[src/rtl/round_robin_arbiter_if.sv]
// Request/grant bundle between requesters (master) and the round-robin arbiter (slave).
// release_gnt: the current grantee is finished with the shared resource.
interface round_robin_arbiter_if;
    logic [3:0] req;
    logic       release_gnt;
    logic [3:0] gnt;
    logic       gnt_valid;
    logic       timeout;

    modport master (
        output req,
        output release_gnt,
        input  gnt,
        input  gnt_valid,
        input  timeout
    );

    modport slave (
        input  req,
        input  release_gnt,
        output gnt,
        output gnt_valid,
        output timeout
    );
endinterface

[src/rtl/round_robin_arbiter.sv]
// Four-way round-robin arbiter with a one-hot registered grant and a bounded hold time.
// Each grant is separated by at least one idle cycle.
module round_robin_arbiter #(
    parameter int unsigned HOLD_MAX = 16
) (
    input  logic                 clk,
    input  logic                 rst,
    round_robin_arbiter_if.slave bus
);
    localparam int unsigned N  = 4;
    localparam int unsigned PW = 2;
    localparam int unsigned CW = 8;
    localparam logic [CW-1:0] HCNT_LAST = CW'(HOLD_MAX - 1);

    typedef enum logic {IDLE, GRANT} state_t;

    state_t         state;
    state_t         state_next;
    logic [N-1:0]   gnt;
    logic [N-1:0]   gnt_next;
    logic           gnt_valid;
    logic           timeout;
    logic           timeout_next;
    logic [PW-1:0]  ptr;
    logic [PW-1:0]  ptr_next;
    logic [CW-1:0]  hcnt;
    logic [CW-1:0]  hcnt_next;
    logic [PW-1:0]  cand;
    logic [PW-1:0]  pick_idx;
    logic           pick_found;
    logic [PW-1:0]  gnt_idx;
    logic           exit_rel;
    logic           exit_hold;

    // State register plus all registered outputs
    always_ff @(posedge clk) begin
        if (rst) begin
            state     <= IDLE;
            gnt       <= '0;
            gnt_valid <= 1'b0;
            timeout   <= 1'b0;
            ptr       <= '0;
            hcnt      <= '0;
        end else begin
            state     <= state_next;
            gnt       <= gnt_next;
            gnt_valid <= |gnt_next;
            timeout   <= timeout_next;
            ptr       <= ptr_next;
            hcnt      <= hcnt_next;
        end
    end

    // First requester at or after ptr; descending scan so the lowest offset wins
    always_comb begin
        cand       = '0;
        pick_idx   = '0;
        pick_found = 1'b0;
        for (int k = N - 1; k >= 0; k--) begin
            cand = ptr + PW'(k);
            if (bus.req[cand]) begin
                pick_idx   = cand;
                pick_found = 1'b1;
            end
        end
    end

    always_comb begin
        gnt_idx = '0;
        for (int i = 0; i < N; i++) begin
            if (gnt[i]) gnt_idx = PW'(i);
        end
    end

    // Normal release (explicit or dropped request) outranks the hold limit
    assign exit_rel  = bus.release_gnt | ~|(bus.req & gnt);
    assign exit_hold = (hcnt == HCNT_LAST);

    always_comb begin
        state_next = state;
        case (state)
            IDLE:  if (pick_found)            state_next = GRANT;
            GRANT: if (exit_rel || exit_hold) state_next = IDLE;
        endcase
    end

    always_comb begin
        gnt_next     = gnt;
        ptr_next     = ptr;
        hcnt_next    = hcnt;
        timeout_next = 1'b0;
        case (state)
            IDLE: begin
                if (pick_found) begin
                    gnt_next  = N'(1) << pick_idx;
                    hcnt_next = '0;
                end
            end
            GRANT: begin
                if (exit_rel || exit_hold) begin
                    gnt_next     = '0;
                    ptr_next     = gnt_idx + PW'(1);
                    hcnt_next    = '0;
                    timeout_next = exit_hold & ~exit_rel;
                end else begin
                    hcnt_next = hcnt + CW'(1);
                end
            end
        endcase
    end

    assign bus.gnt       = gnt;
    assign bus.gnt_valid = gnt_valid;
    assign bus.timeout   = timeout;
endmodule

[src/flat_wrapper.sv]
// flat-port wrapper written by rule: the top's interface ports become plain ports
module round_robin_arbiter_flat 
#(
    parameter int unsigned HOLD_MAX = 16
)
  (clk, rst, bus_req, bus_release_gnt, bus_gnt, bus_gnt_valid, bus_timeout);
  round_robin_arbiter_if bus_i ();
  input  logic clk;
  input  logic rst;
  input wire logic [$bits(bus_i.req)-1:0] bus_req;
  input wire logic [$bits(bus_i.release_gnt)-1:0] bus_release_gnt;
  output wire logic [$bits(bus_i.gnt)-1:0] bus_gnt;
  output wire logic [$bits(bus_i.gnt_valid)-1:0] bus_gnt_valid;
  output wire logic [$bits(bus_i.timeout)-1:0] bus_timeout;
  assign bus_i.req = bus_req;
  assign bus_i.release_gnt = bus_release_gnt;
  assign bus_gnt = bus_i.gnt;
  assign bus_gnt_valid = bus_i.gnt_valid;
  assign bus_timeout = bus_i.timeout;
  round_robin_arbiter #(.HOLD_MAX(HOLD_MAX)) u_core (.clk(clk), .rst(rst), .bus(bus_i));
endmodule
[config.mk]
export PLATFORM = sky130hd
export DESIGN_NAME = round_robin_arbiter_flat
export DESIGN_NICKNAME = d
export VERILOG_FILES = /design/src/rtl/round_robin_arbiter_if.sv /design/src/rtl/round_robin_arbiter.sv /design/src/flat_wrapper.sv
export SDC_FILE = /design/constraint.sdc
export NUM_CORES = 1
export LEC_CHECK = 0
export CAP_MARGIN = 20
export CORE_AREA = 10 10 55 57
export CTS_BUF_LIST = sky130_fd_sc_hd__clkbuf_8
export DETAILED_ROUTE_END_ITERATION = 7
export DIE_AREA = 0 0 65 67
export HOLD_SLACK_MARGIN = 0.03
export MAX_ROUTING_LAYER = met4
export PLACE_DENSITY_LB_ADDON = 0.3
export SLEW_MARGIN = 10
export SYNTH_ARGS = -nofsm -noshare
export SYNTH_HDL_FRONTEND = slang
export SYNTH_SLANG_ARGS = --single-unit
[constraint.sdc]
create_clock -name clk -period 4.27 [get_ports clk]
set_clock_uncertainty 0.2 [all_clocks]
set_input_delay 0.854 -clock clk [delete_from_list [all_inputs] [get_ports clk]]
set_output_delay 0.854 -clock clk [all_outputs]
set_load 0.1 [all_outputs]
# After elaboration in Yosys (flattened, before gate mapping)
# Index checks and enable logic that the tools add are counted.
# word_totals
memories	0
ramBits	0
latch_bits	0
regBits	17
mem_bits_ro	0
wordCells	58
# op_classes
n_div	0
bitwise_logic	6
multipliers	0
add_sub_neg	5
eq_ne	2
shifts	1
reduce_logical	6
n_lt_le_gt_ge	4
mux	28
# ops
op	n
$mux W8	2
$pmux W8 S2	1
$lt A2 B3 Y1 const B	4
$mux W2	6
$mux W1	11
$add A8 B1 Y8 const B	1
$bmux W1 S2	4
$eq A8 B4 Y1 const B	1
$mux W4	2
$pmux W4 S2	1
$reduce_or A4 Y1	2
$add A2 B1 Y2 const B	2
$add A2 B2 Y2 const B	2
$and A4 B4 Y4	1
$shl A1 B2 Y4 const A	1
$not A1 Y1	3
$reduce_or A3 Y1	1
$ne A2 B1 Y1 const B	1
$pmux W1 S2	1
$reduce_and A2 Y1	1
$and A1 B1 Y1	1
$logic_not A1 Y1	1
$logic_or A1 B1 Y1	1
$or A1 B1 Y1	1

# Longest topological paths before layout
# logic_depth
ltp_word	11
ltp_mapped	5
depth_no_buf	5

# Least setup slack after synthesis
# No wires, ideal clock.
# synth_timing
kind	register -> register
start	reg u_core.gnt[0], in the netlist u_core.bus.gnt[0]
end	reg u_core.hcnt[7]
path_slack_ns	1.948
path_buffers	0
t_required_ns	3.991
synth_period_minus_slack_ns	2.322
arrival_ns	2.043
path_stages_with_launch	5
cell_sequence	dfxtp_1 a22oi_1 a211oi_4 nand2_1 o211ai_1
# synth_between
elab_chain_len	7
# synth_lines
item	line	source
start: declaration	round_robin_arbiter.sv:19	logic [N-1:0] gnt;
start signal: assignment	round_robin_arbiter.sv:46	gnt <= gnt_next;
$and A4 B4 Y4	round_robin_arbiter.sv:76	assign exit_rel = bus.release_gnt | ~|(bus.req & gnt);
$reduce_or A4 Y1	round_robin_arbiter.sv:76	
$logic_not A1 Y1	round_robin_arbiter.sv:76	
$or A1 B1 Y1	round_robin_arbiter.sv:76	
$logic_or A1 B1 Y1	round_robin_arbiter.sv:100	if (exit_rel || exit_hold) begin
$mux W8	round_robin_arbiter.sv:100	
$pmux W8 S2	round_robin_arbiter.sv:92	case (state)
end signal: assignment	round_robin_arbiter.sv:50	hcnt <= hcnt_next;
end: declaration	round_robin_arbiter.sv:26	logic [CW-1:0] hcnt;
# Every way passes these cells.
# A chain may end at the register's enable or synchronous reset.

# Worst setup path in the final report
# layout_timing
start	reg u_core.gnt[1], in the netlist u_core.bus.gnt[1]
end	out bus_gnt[1]
# layout_lines
item	line	source
end: declaration	flat_wrapper.sv:12	output wire logic [$bits(bus_i.gnt)-1:0] bus_gnt;
# No word-level cell between the ends.

==> metrics <==
Critical R2R Launch=u_core.hcnt[0]$_SDFFE_PP0P_; Least-Margin Pin Slew=around 980 ps; Setup CP Type=reg2out; DR WL/cell=~14 microns; number of synthesized flops with an enable pin=0; vias in the first global route=820; dominant synthesized flop cell=dfxtp_1; area grow syn2layout=20.5%; cells after synthesis=about 110; grt total ovfl=0; crit-path leading delay family=buffers and inverters; Relative slew margins=between 30% and 40%; row count=16; I/O pin total=13; antenna viol nets, final=0; synthesized flop and latch total=17; minimum clock period=2920 ps; HPWL after DPL=1.58 mm; total track usage=10.5%; WL final=2.08 mm; total placed cells including tap cells=about 150; area of the multi-input gates=553 sq um; Max-Cap Viols=0; vias per inst=5.87; # diodes=0; Initial Util=a little under half; largest net degree at the start of global routing=11; share of synthesized registers carrying an async set or reset=0%; CP Data Required Time=approximately 3200 ps; CP startpoint=u_core.bus.gnt[1]$_SDFF_PP0_; worst-path cell chain=clkdlybuf4s50_1; Vert. Die Dim=67 microns; post-synthesis sequential area ratio=about 37%; Comb power frac=about a fifth; type of origin of the critical path=flip-flop; sequential power share=46.6%; Setup-failing EPs final=0; Root Buffer=clkbuf_8; die width=about 65 microns; Final Wtd Congestion=roughly 0.87; Hold Buf Count CTS=0; CP endpoint kind=output pin; I/O Buffers=12; Critical Path Fanout Max=5; post-route cell area=about 1100 sq um; hold_ws=between 300 and 400 ps; drt initial violations=40; Setup Fix Bufs, Post-CTS=0; Post-CTS Resized=0; Placement Cell Area=about 1100 sq um; synthesized area=926 sq um; CTS tree=done; total CTS buffers=3; fin crit share=68.4%; Fin. Hold Viols=0; Fmax achieved=0.342 GHz; Setup WS post-layout=1350 ps; DR DRC count=0; cell internal pwr=roughly 260 uW; H-tree depth=1; post-synth cell types=approximately 40; Final #Nets=roughly 130; register area=around 340 sq um; Clock transition at path regs=70 ps; final core occ=57.5%; number of antenna violations at the first check in global routing=0; worst hold path class=reg2reg; share of cells above drive strength 1=8.20%; DRT Pass-1 Iters=4; syn nets=between 100 and 150; hold_sp=u_core.ptr[0]$_SDFFE_PP0N_; Fill cells=roughly 190; clk buf depth=2; first-pass GRT wire length=around 3.6 mm; Core Area=1940 sq um; Die Area=4360 sq um; Leak=approximately 0.38 nW; setup_tns=0 ps; RSZ-0062 raised after global routing=no; power per cell area=333 nW/um^2; count of pins over their slew limit=0; clk_lat worst skew=roughly 250 ps; Num Clock Sinks=17; via count=slightly below 900; arrival time at the worst endpoint=approximately 1900 ps; Avg Inst Size Synth=about 8.6 sq um; Worst VDD drop=between 0.0002 and 0.0003 V; Tot Pwr=around 370 uW; Sw Pwr=around 120 uW; Synth warnings=0; Critical Path Max Stage Delay=1180 ps; Clk network pwr share=32.8%; crit path buf inv count=1; non-filler cells, final=around 150; status=finished clean; slowest CP cell=clkdlybuf4s50_1; switch share=31.3%; Placement Setup Slack=approximately 1500 ps
==> power by group through the flow <==
| stage | combinational (mW) | sequential (mW) | clock [mW] |
|---|---|---|---|
| after global placement | 0.0762 | 0.177 | 0 |
| after detailed placement | 0.0765 | 0.177 | 0 |
| after floorplan | 0.0349 | 0.197 | 0 |
| after global routing | 0.0823 | 0.175 | 0.135 |
| final | 0.0767 | 0.173 | 0.122 |
| after CTS | 0.0769 | 0.173 | 0.125 |
==> final cells by class <==
cell class,count,share of cell area (%)
clock inverters,1,0.448
inverters,6,2.02
repair buffers,12,10.8
multi-input cells,83,49.6
flip-flops and latches,17,30.5
well taps,27,3.03
clock buffers,3,3.70
==> cell usage after synthesis (2+ instances only) <==
cell	n	area [sq um]
a211oi_1	2	15.0
a21oi_1	7	35.0
a22o_1	2	17.5
a22oi_1	3	22.5
and3_1	2	12.5
buf_2	2	10.0
dfxtp_1	17	340
inv_1	6	22.5
mux2i_1	2	20.0
nand2_1	10	37.5
nand3_1	7	35.0
nand4_1	4	25.0
nor2_1	7	26.3
nor2b_1	3	18.8
nor3_1	2	10.0
o21a_1	2	15.0
o21ai_0	3	15.0
o21ai_1	2	10.0
o21bai_1	2	15.0
o2bb2ai_1	2	17.5
==> registers in the layout (all words and copies together) (netlist names) <==
signal                cells
u_core.hcnt               8
u_core.bus.gnt_valid      1
u_core.state              1
u_core.bus.timeout        1
u_core.bus.gnt            4
u_core.ptr                2
==> layer usage <==
layer	GRT usage [%]	wire [microns]	part of all wire, %
met1	11.8	989	48
met2	16.6	963	46
met3	4.35	110	5.3
met4	2.94	13	0.63
met5	-	0	0
==> final timing paths <==
check                                 end  slack [ps]  depth (start not counted)
max                            bus_gnt[1]        1350                          1
min reg2reg    u_core.ptr[0]$_SDFFE_PP0N_         300                          2
max reg2reg  u_core.bus.gnt[2]$_SDFF_PP0_        2210                          5
min            u_core.ptr[0]$_SDFFE_PP0N_         300                          2
==> cells by family after synthesis <==
group,after synthesis,share of synthesized area [%]
flip-flops,17,36.8
multiplexers,2,2.16
XOR/XNOR,1,0.946
AND/OR/NAND/NOR,43,25.9
AO/OA/AOI/OAI,36,29.3
buffers and inverters,8,3.51
adder cells (fa/ha/maj),1,1.35
==> cell usage in the layout, fill, tap and decap left out, drive strengths merged, types with 2 or more instances in the layout <==
cell / Yosys / routed
o2bb2ai: 2 / 2
nand3: 7 / 7
o21ai: 5 / 5
and3: 2 / 2
nor3: 3 / 3
nand2: 10 / 10
nor2b: 3 / 3
a22oi: 3 / 3
o21bai: 2 / 2
o21a: 2 / 2
a21oi: 8 / 8
a211oi: 3 / 3
inv: 6 / 6
mux2i: 2 / 2
a22o: 2 / 2
dfxtp: 17 / 17
clkbuf: 0 / 3
nor2: 7 / 7
clkdlybuf4s50: 0 / 12
nand4: 4 / 4
No activity file was read; power rests on OpenSTA's default activity.
